==> config.mk <==
export PLATFORM = sky130hd
export DESIGN_NAME = escalonador_rr
export DESIGN_NICKNAME = d
export VERILOG_FILES = /design/src/rtl/escalonador_rr.sv
export SDC_FILE = /design/constraint.sdc
export NUM_CORES = 1
export LEC_CHECK = 0
export BUFFER_PORTS_ARGS = -buffer_cell sky130_fd_sc_hd__buf_4
export CAP_MARGIN = 40
export CORE_UTILIZATION = 55
export CTS_CLUSTER_SIZE = 30
export DETAILED_ROUTE_END_ITERATION = 6
export PLACE_DENSITY = 0.76
export SYNTH_ARGS = -nofsm -noshare
export SYNTH_HDL_FRONTEND = slang
export SYNTH_SLANG_ARGS = --single-unit
==> constraint.sdc <==
create_clock -name clk -period 2.6 [get_ports clk]
set_input_delay 0.39 -clock clk [delete_from_list [all_inputs] [get_ports clk]]
set_output_delay 0.39 -clock clk [all_outputs]
set_load 0.02 [all_outputs]
==> src/rtl/escalonador_rr.sv <==
// escalonador_rr: round-robin process scheduler feeding id_proc to the
// address-partition adders. Slot 0 is the OS; user slots are 1..N_PROC-1.
// Optional macro QUANTUM_PROG_EN adds quantum_in[7:0], latched on carrega.
module escalonador_rr #(
  parameter int N_PROC  = 4,
  parameter int ID_W    = 2,
  parameter int QUANTUM = 16
) (
  input  logic              clk,
  input  logic              reset,
  input  logic              carrega,
  input  logic [N_PROC-1:0] mascara,
  input  logic              HALT,
  input  logic              WAIT,
  input  logic              READY,
`ifdef QUANTUM_PROG_EN
  input  logic [7:0]        quantum_in,
`endif
  output logic [ID_W-1:0]   id_proc,
  output logic              troca,
  output logic              ocioso,
  output logic [N_PROC-1:0] ativos
);

`ifdef QUANTUM_PROG_EN
  localparam int CW = 8;
`else
  localparam int CW = $clog2(QUANTUM);
`endif

  typedef enum logic [1:0] {OCIOSO, EXECUTA, ESPERA_IO, TROCA} estado_t;

  estado_t           estado, estado_n;
  logic [CW-1:0]     cnt, cnt_n;
  logic [ID_W-1:0]   id_n, prox;
  logic [N_PROC-1:0] carga, sel, limpa, ativos_n;
  logic              achou, expira;

  // slot 0 can never be loaded
  assign carga  = mascara & ~N_PROC'(1);
  assign sel    = N_PROC'(1) << id_proc;
  assign ocioso = (estado == OCIOSO);

`ifdef QUANTUM_PROG_EN
  logic [7:0] q_lim;

  // programmable quantum; values below 2 are clamped to 2
  always_ff @(posedge clk or negedge reset) begin
    if (!reset)       q_lim <= 8'(QUANTUM);
    else if (carrega) q_lim <= (quantum_in < 8'd2) ? 8'd2 : quantum_in;
  end

  assign expira = (cnt == q_lim - 8'd1);
`else
  assign expira = (cnt == CW'(QUANTUM - 1));
`endif

  // next live slot after id_proc, wrapping N_PROC-1 -> 1, ending at id_proc
  always_comb begin
    int c;
    logic [N_PROC-1:0] sh;
    achou = 1'b0;
    prox  = '0;
    sh    = '0;
    c     = int'(id_proc);
    for (int k = 1; k < N_PROC; k++) begin
      c  = (c >= N_PROC - 1) ? 1 : c + 1;
      sh = ativos >> c;
      if (!achou && sh[0]) begin
        achou = 1'b1;
        prox  = ID_W'(c);
      end
    end
  end

  // next state, quantum counter, id and live-set update
  always_comb begin
    estado_n = estado;
    cnt_n    = cnt;
    id_n     = id_proc;
    limpa    = '0;
    case (estado)
      OCIOSO: begin
        id_n = '0;
        if (carrega && (carga != '0)) estado_n = TROCA;
      end
      EXECUTA: begin
        cnt_n = cnt + CW'(1);
        if (HALT) begin
          limpa    = sel;
          estado_n = TROCA;
        end else if (WAIT) begin
          cnt_n    = cnt;
          estado_n = ESPERA_IO;
        end else if (expira) begin
          estado_n = TROCA;
        end
      end
      ESPERA_IO: begin
        if (HALT) begin
          limpa    = sel;
          estado_n = TROCA;
        end else if (READY) begin
          estado_n = EXECUTA;
        end
      end
      TROCA: begin
        cnt_n = '0;
        if (achou) begin
          id_n     = prox;
          estado_n = EXECUTA;
        end else begin
          id_n     = '0;
          estado_n = OCIOSO;
        end
      end
      default: estado_n = OCIOSO;
    endcase
    // a new load beats a halt clear of the same bit
    if (estado == OCIOSO) ativos_n = carrega ? carga : ativos;
    else                  ativos_n = (ativos & ~limpa) | (carrega ? carga : '0);
  end

  // state and registered outputs
  always_ff @(posedge clk or negedge reset) begin
    if (!reset) begin
      estado  <= OCIOSO;
      cnt     <= '0;
      id_proc <= '0;
      troca   <= 1'b0;
      ativos  <= '0;
    end else begin
      estado  <= estado_n;
      cnt     <= cnt_n;
      id_proc <= id_n;
      troca   <= (estado_n == TROCA);
      ativos  <= ativos_n;
    end
  end

endmodule

# Word level (Yosys, flattened, before mapping)
# Index checks and enable logic that the tools add are counted.
[word_totals] regBits=13 in_bits=10 out_inout_bits=8 word_cells=64
[classes] addsub=4 order_cmp=3 eq_ne=7 shift=4 muxes=27 bitwise=3 n_reduce_logical=11
[ops] op="$mux W4" n=8
[ops] op="$mux W2" n=10
[ops] op="$pmux W2 S4" n=1
[ops] op="$pmux W4 S2" n=1
[ops] op="$eq A2 B2 Y1 const B" n=3
[ops] op="$add A4 B1 Y5 const B" n=1
[ops] op="$mux W5" n=1
[ops] op="$shr A4 B5 Y1" n=1
[ops] op="$add A3 B1 Y4 const B" n=1
[ops] op="$add A4 B1 Y4 const B" n=1
[ops] op="$and A4 B4 Y4" n=1
[ops] op="$eq A4 B4 Y1 const B" n=1
[ops] op="$ge A4 B2 Y1 const B" n=1
[ops] op="$mux W1" n=4
[ops] op="$not A4 Y4" n=1
[ops] op="$or A4 B4 Y4" n=1
[ops] op="$pmux W2 S2" n=1
[ops] op="$reduce_bool A2 Y1" n=2
[ops] op="$reduce_bool A4 Y1" n=1
[ops] op="$shl A1 B2 Y4 const A" n=1
[ops] op="$shr A4 B3 Y1" n=1
[ops] op="$shr A4 B4 Y1" n=1
[ops] op="$add A2 B1 Y3 const B" n=1
[ops] op="$ge A3 B2 Y1 const B" n=1
[ops] op="10 further kinds" n=13

# Logic depth before layout (Yosys ltp)
[depth] depth_word=13 depth_mapped=7 ltp_nobuf=6

# Worst setup path after synthesis
# Ideal clock, no wire load.
[synth_timing] path_kind="register to register" start="reg id_proc[0]" end="reg id_proc[1]" setup_time_ns=0.126 t_arrival_ns=1.777 required_ns=2.474 setup_slack_ns=0.697 stages_incl_launch_ff=8 n_path_buf=1 synth_period_minus_slack_ns=1.903 path_cell_list="dfrtp_1 inv_1 ha_1 buf_2 o21ai_1 or4b_4 a21oi_1 o31ai_1"
[synth_via] elab_chain_len=12 word_cells_on_any_way=24 cone_classes="3 x add/sub; 3 x order compare; 3 x shift; 11 x mux; 4 x reduce/logical"
[synth_lines] element="start, declared" line="19" rtl="output logic [ID_W-1:0] id_proc,"
[synth_lines] element="start signal, assigned" line="135" rtl="id_proc <= id_n;"
[synth_lines] element="$add A2 B1 Y3 or $ge A2 B2 Y1 (tied branches)" line="67" rtl="c = (c >= N_PROC - 1) ? 1 : c + 1;"
[synth_lines] element="$mux W3 *" line="67"
[synth_lines] element="branches (longest 8 deep; another with $add A4 B1 Y5)"
[synth_lines] element="$mux W2 *" line="109" rtl="if (achou) begin"
[synth_lines] element="$pmux W2 S2 *" line="82" rtl="case (estado)"
# Mark *: on every way between the ends.
# A chain may end at the register's enable or synchronous reset.

# Final worst setup path
[layout_timing] start="reg id_proc[1]" end="reg id_proc[0]"
# Same word-level chain as after synthesis.

==> impl_metrics.py <==
metrics = {
    "die": {
        "core_sq_mm": 0.00173,
        "floorplan.rows": 15,
        "die-width_um": 44.8,
        "start_util": 0.583,
        "top_level_ports": 18,
        "die_y_um": 44.8,
        "die_area_sq_mm": 0.00201,
    },
    "clock_network": {
        "cts_root_buf": "sky130_fd_sc_hd__clkbuf_4",
        "cts.reportedPaths.clkPinSlew_ns": 0.09,
        "numCtsBuffers": 3,
        "ctsLongestPathBuffers": 2,
        "ctsResizeCount": 0,
        "tritoncts_clock_tree": "yes",
        "number_of_sinks_on_the_clock_net": 13,
        "clkLatencyLatePin_ns": 0.28,
        "cts-htree-levels": 1,
        "cts_hold_buf": 1,
        "cts.repair_timing.setup_buffer_count": 0,
    },
    "route": {
        "drt_first_iter_violations": 16,
        "drc_errors": 0,
        "dr_wl_met3_um": 102,
        "drt-pass1-iter-count": 4,
        "postRouteWirelength_um": 2180,
        "vias": 888,
        "final_routed_wire_length_divided_by_cell_count_um": 14.1,
        "met2_wl_post_dr_um": 1000,
        "route.detailed.vias_per_inst": 5.73,
        "maxUsedRoutingLayer": "met4",
        "m1WireLength_um": 1050,
        "detail-route-antenna-nets": 0,
    },
    "grt": {
        "grt.overflow.total": 0,
        "grt_antenna_before_repair": 0,
        "via_count_of_the_first_global_routing_pass": 794,
        "maximum_number_of_pins_on_one_net_before_global_route_repair": 14,
        "grt_pass1_wl_um": 3490,
        "grt_usage": 0.245,
    },
    "setup_path": {
        "crit_slowest_cell": "sky130_fd_sc_hd__mux4_2",
        "critical_path.endpoint_type": "flip-flop",
        "max_stage_delay_ns": 0.56,
        "critPathTopFamily": "multiplexers",
        "timing.critical_path.arrival_ns": 2.16,
        "start_kind": "flip-flop",
        "timing.critical_path.buf_inv": 1,
        "cp_data_required_time_ns": 2.77,
        "crit_chain": "inv_1 > ha_1 > mux4_2 > nand3b_1 > a21oi_1 > a221o_1",
        "setup.worst_path.class": "flip-flop to flip-flop",
        "critPathMaxFanout": 8,
    },
    "placed_design": {
        "port_buffers": 16,
        "placed_cells_incl_taps": 150,
        "area_after_dpl_sq_mm": 0.00113,
        "pre_cts_ws_ns": 0.642,
        "gp_congestion": 0.789,
        "place.detailed.hpwl_um": 1610,
    },
    "synthesis": {
        "yosysWarnings": 0,
        "synthTopCellsByCount": "sky130_fd_sc_hd__dfrtp_1, sky130_fd_sc_hd__nand2_1, sky130_fd_sc_hd__ha_1, sky130_fd_sc_hd__a21oi_1, sky130_fd_sc_hd__inv_1",
        "number_of_flops_mapped_to_enable_cells_by_yosys": 0,
        "async_reset_ff_frac": 1.00,
        "yosys.area.top_type": "sky130_fd_sc_hd__dfrtp_1",
        "synth_area_per_cell_sq_um": 8.84,
        "synthDistinctLibCells": 39,
        "postSynthCellCount": 114,
        "summed_instance_area_of_the_synthesized_netlist_sq_mm": 0.00101,
        "synthesis.nets": 135,
        "flip_flop_cell_with_the_highest_count_after_synthesis": "sky130_fd_sc_hd__dfrtp_1",
        "seq_area_frac_synth": 0.323,
        "synth_top_cell_area_share": 0.323,
        "register_bit_count_reported_by_yosys": 13,
        "synthTopCellsByArea": "sky130_fd_sc_hd__dfrtp_1, sky130_fd_sc_hd__ha_1, sky130_fd_sc_hd__nand2_1",
    },
    "min_path": {
        "min_path_type": "input pin to flip-flop",
    },
    "sta": {
        "fin_worst_hold_slack_ns": 0.326,
        "rsz0062_at_grt": "false",
        "tightestPinTransition_ns": 0.530,
        "max_slew_margin": 0.646,
        "report.final.hold_viol_count": 0,
        "timing.final.ws_setup_ns": 0.609,
        "finalMaxSlewViolations": 0,
        "setup_tns_ns": 0,
        "min_cycle_time_layout_ns": 1.99,
        "fin_skew_ns": 0.00386,
        "final_number_of_setup_violating_endpoints": 0,
        "layout_worst_path_cycle_share": 0.766,
        "max_clock_freq_mhz": 502,
    },
    "job": {
        "drv_cap": 0,
    },
    "pwr": {
        "worst_ir_drop_vdd_mv": 0.568,
        "pwr_density_cell_mw_per_mm2": 1080,
        "power.total_mw": 1.26,
        "static-leakage-power_nw": 0.512,
    },
    "cells_and_area": {
        "area_delta_synth_final_pct": 15.8,
        "final-seq-area_sq_um": 325,
        "layout-drive-gt1-share": 0.169,
        "n_fill_cell": 153,
        "final_cell_area_sq_mm": 0.00117,
        "instances_no_fill": 155,
        "multiInputGateArea_sq_um": 627,
        "postLayoutCoreUtil": 0.675,
        "finish.net_count": 152,
        "diodes": 0,
    },
    "run_status": {
        "outcome": "complete, no violations",
    },
}
==> power breakdown <==
group          switching (mW)  internal [mW]  total, mW
combinational           0.427          0.330      0.756
sequential             0.0980          0.273      0.371
clock                  0.0733         0.0595      0.133
total                   0.598          0.663       1.26
==> layout make-up <==
cell class / instances / area share
multi-input cells: 89 / 0.538
inverters: 7 / 0.0225
well taps: 25 / 0.0268
flip-flops and latches: 13 / 0.279
clock buffers: 4 / 0.0225
repair buffers: 17 / 0.112
==> state kept, by name, summed over array words and instances (netlist names) <==
register / count
id_proc: 2
troca: 1
estado: 2
ativos: 4
cnt: 4
==> placed cells by master (no fill, tap or decap), drive strengths merged, types with 4 or more instances in the layout <==
master | Yosys | final
ha | 11 | 11
nand2 | 13 | 13
o21ai | 9 | 9
a21oi | 7 | 7
inv | 7 | 7
nor2b | 4 | 4
clkbuf | 2 | 4
dfrtp | 13 | 13
a31oi | 6 | 6
buf | 3 | 16
nand3 | 5 | 5
==> logic make-up after synthesis <==
group,count (synthesis),synth area share
AO/OA/AOI/OAI,37,0.240
adder cells (fa/ha/maj),11,0.137
flip-flops,13,0.323
buffers and inverters,12,0.0547
AND/OR/NAND/NOR,38,0.204
multiplexers,3,0.0422
==> worst paths after layout <==
kind / from / endpoint / slack [ns] / cells after the start
max in group asynchronous: reset / ativos[2]$_DFFE_PN0P_ / 1.94 / 2
worst max register to register: id_proc[1]$_DFFE_PN0P_ / id_proc[0]$_DFFE_PN0P_ / 0.61 / 6
worst max-delay path: id_proc[1]$_DFFE_PN0P_ / id_proc[0]$_DFFE_PN0P_ / 0.61 / 6
worst min register to register: ativos[0]$_DFFE_PN0P_ / ativos[0]$_DFFE_PN0P_ / 0.60 / 1
worst min-delay path: mascara[3] / ativos[3]$_DFFE_PN0P_ / 0.33 / 3
min in group asynchronous: reset / estado[1]$_DFF_PN0_ / 0.48 / 2
==> worst register-to-register path: stages (launching register included) <==
cell	delay, ns
sky130_fd_sc_hd__dfrtp_1	0.45
sky130_fd_sc_hd__inv_1	0.13
sky130_fd_sc_hd__ha_1	0.33
sky130_fd_sc_hd__mux4_2	0.56
sky130_fd_sc_hd__nand3b_1	0.10
sky130_fd_sc_hd__a21oi_1	0.05
sky130_fd_sc_hd__a221o_1	0.26
==> layer usage <==
layer,up-vias,track usage
li1,452,-
met1,408,0.355
met2,26,0.353
met3,2,0.0400
met4,0,0.127
met5,-,0
Power figures use the tool's default switching activity.
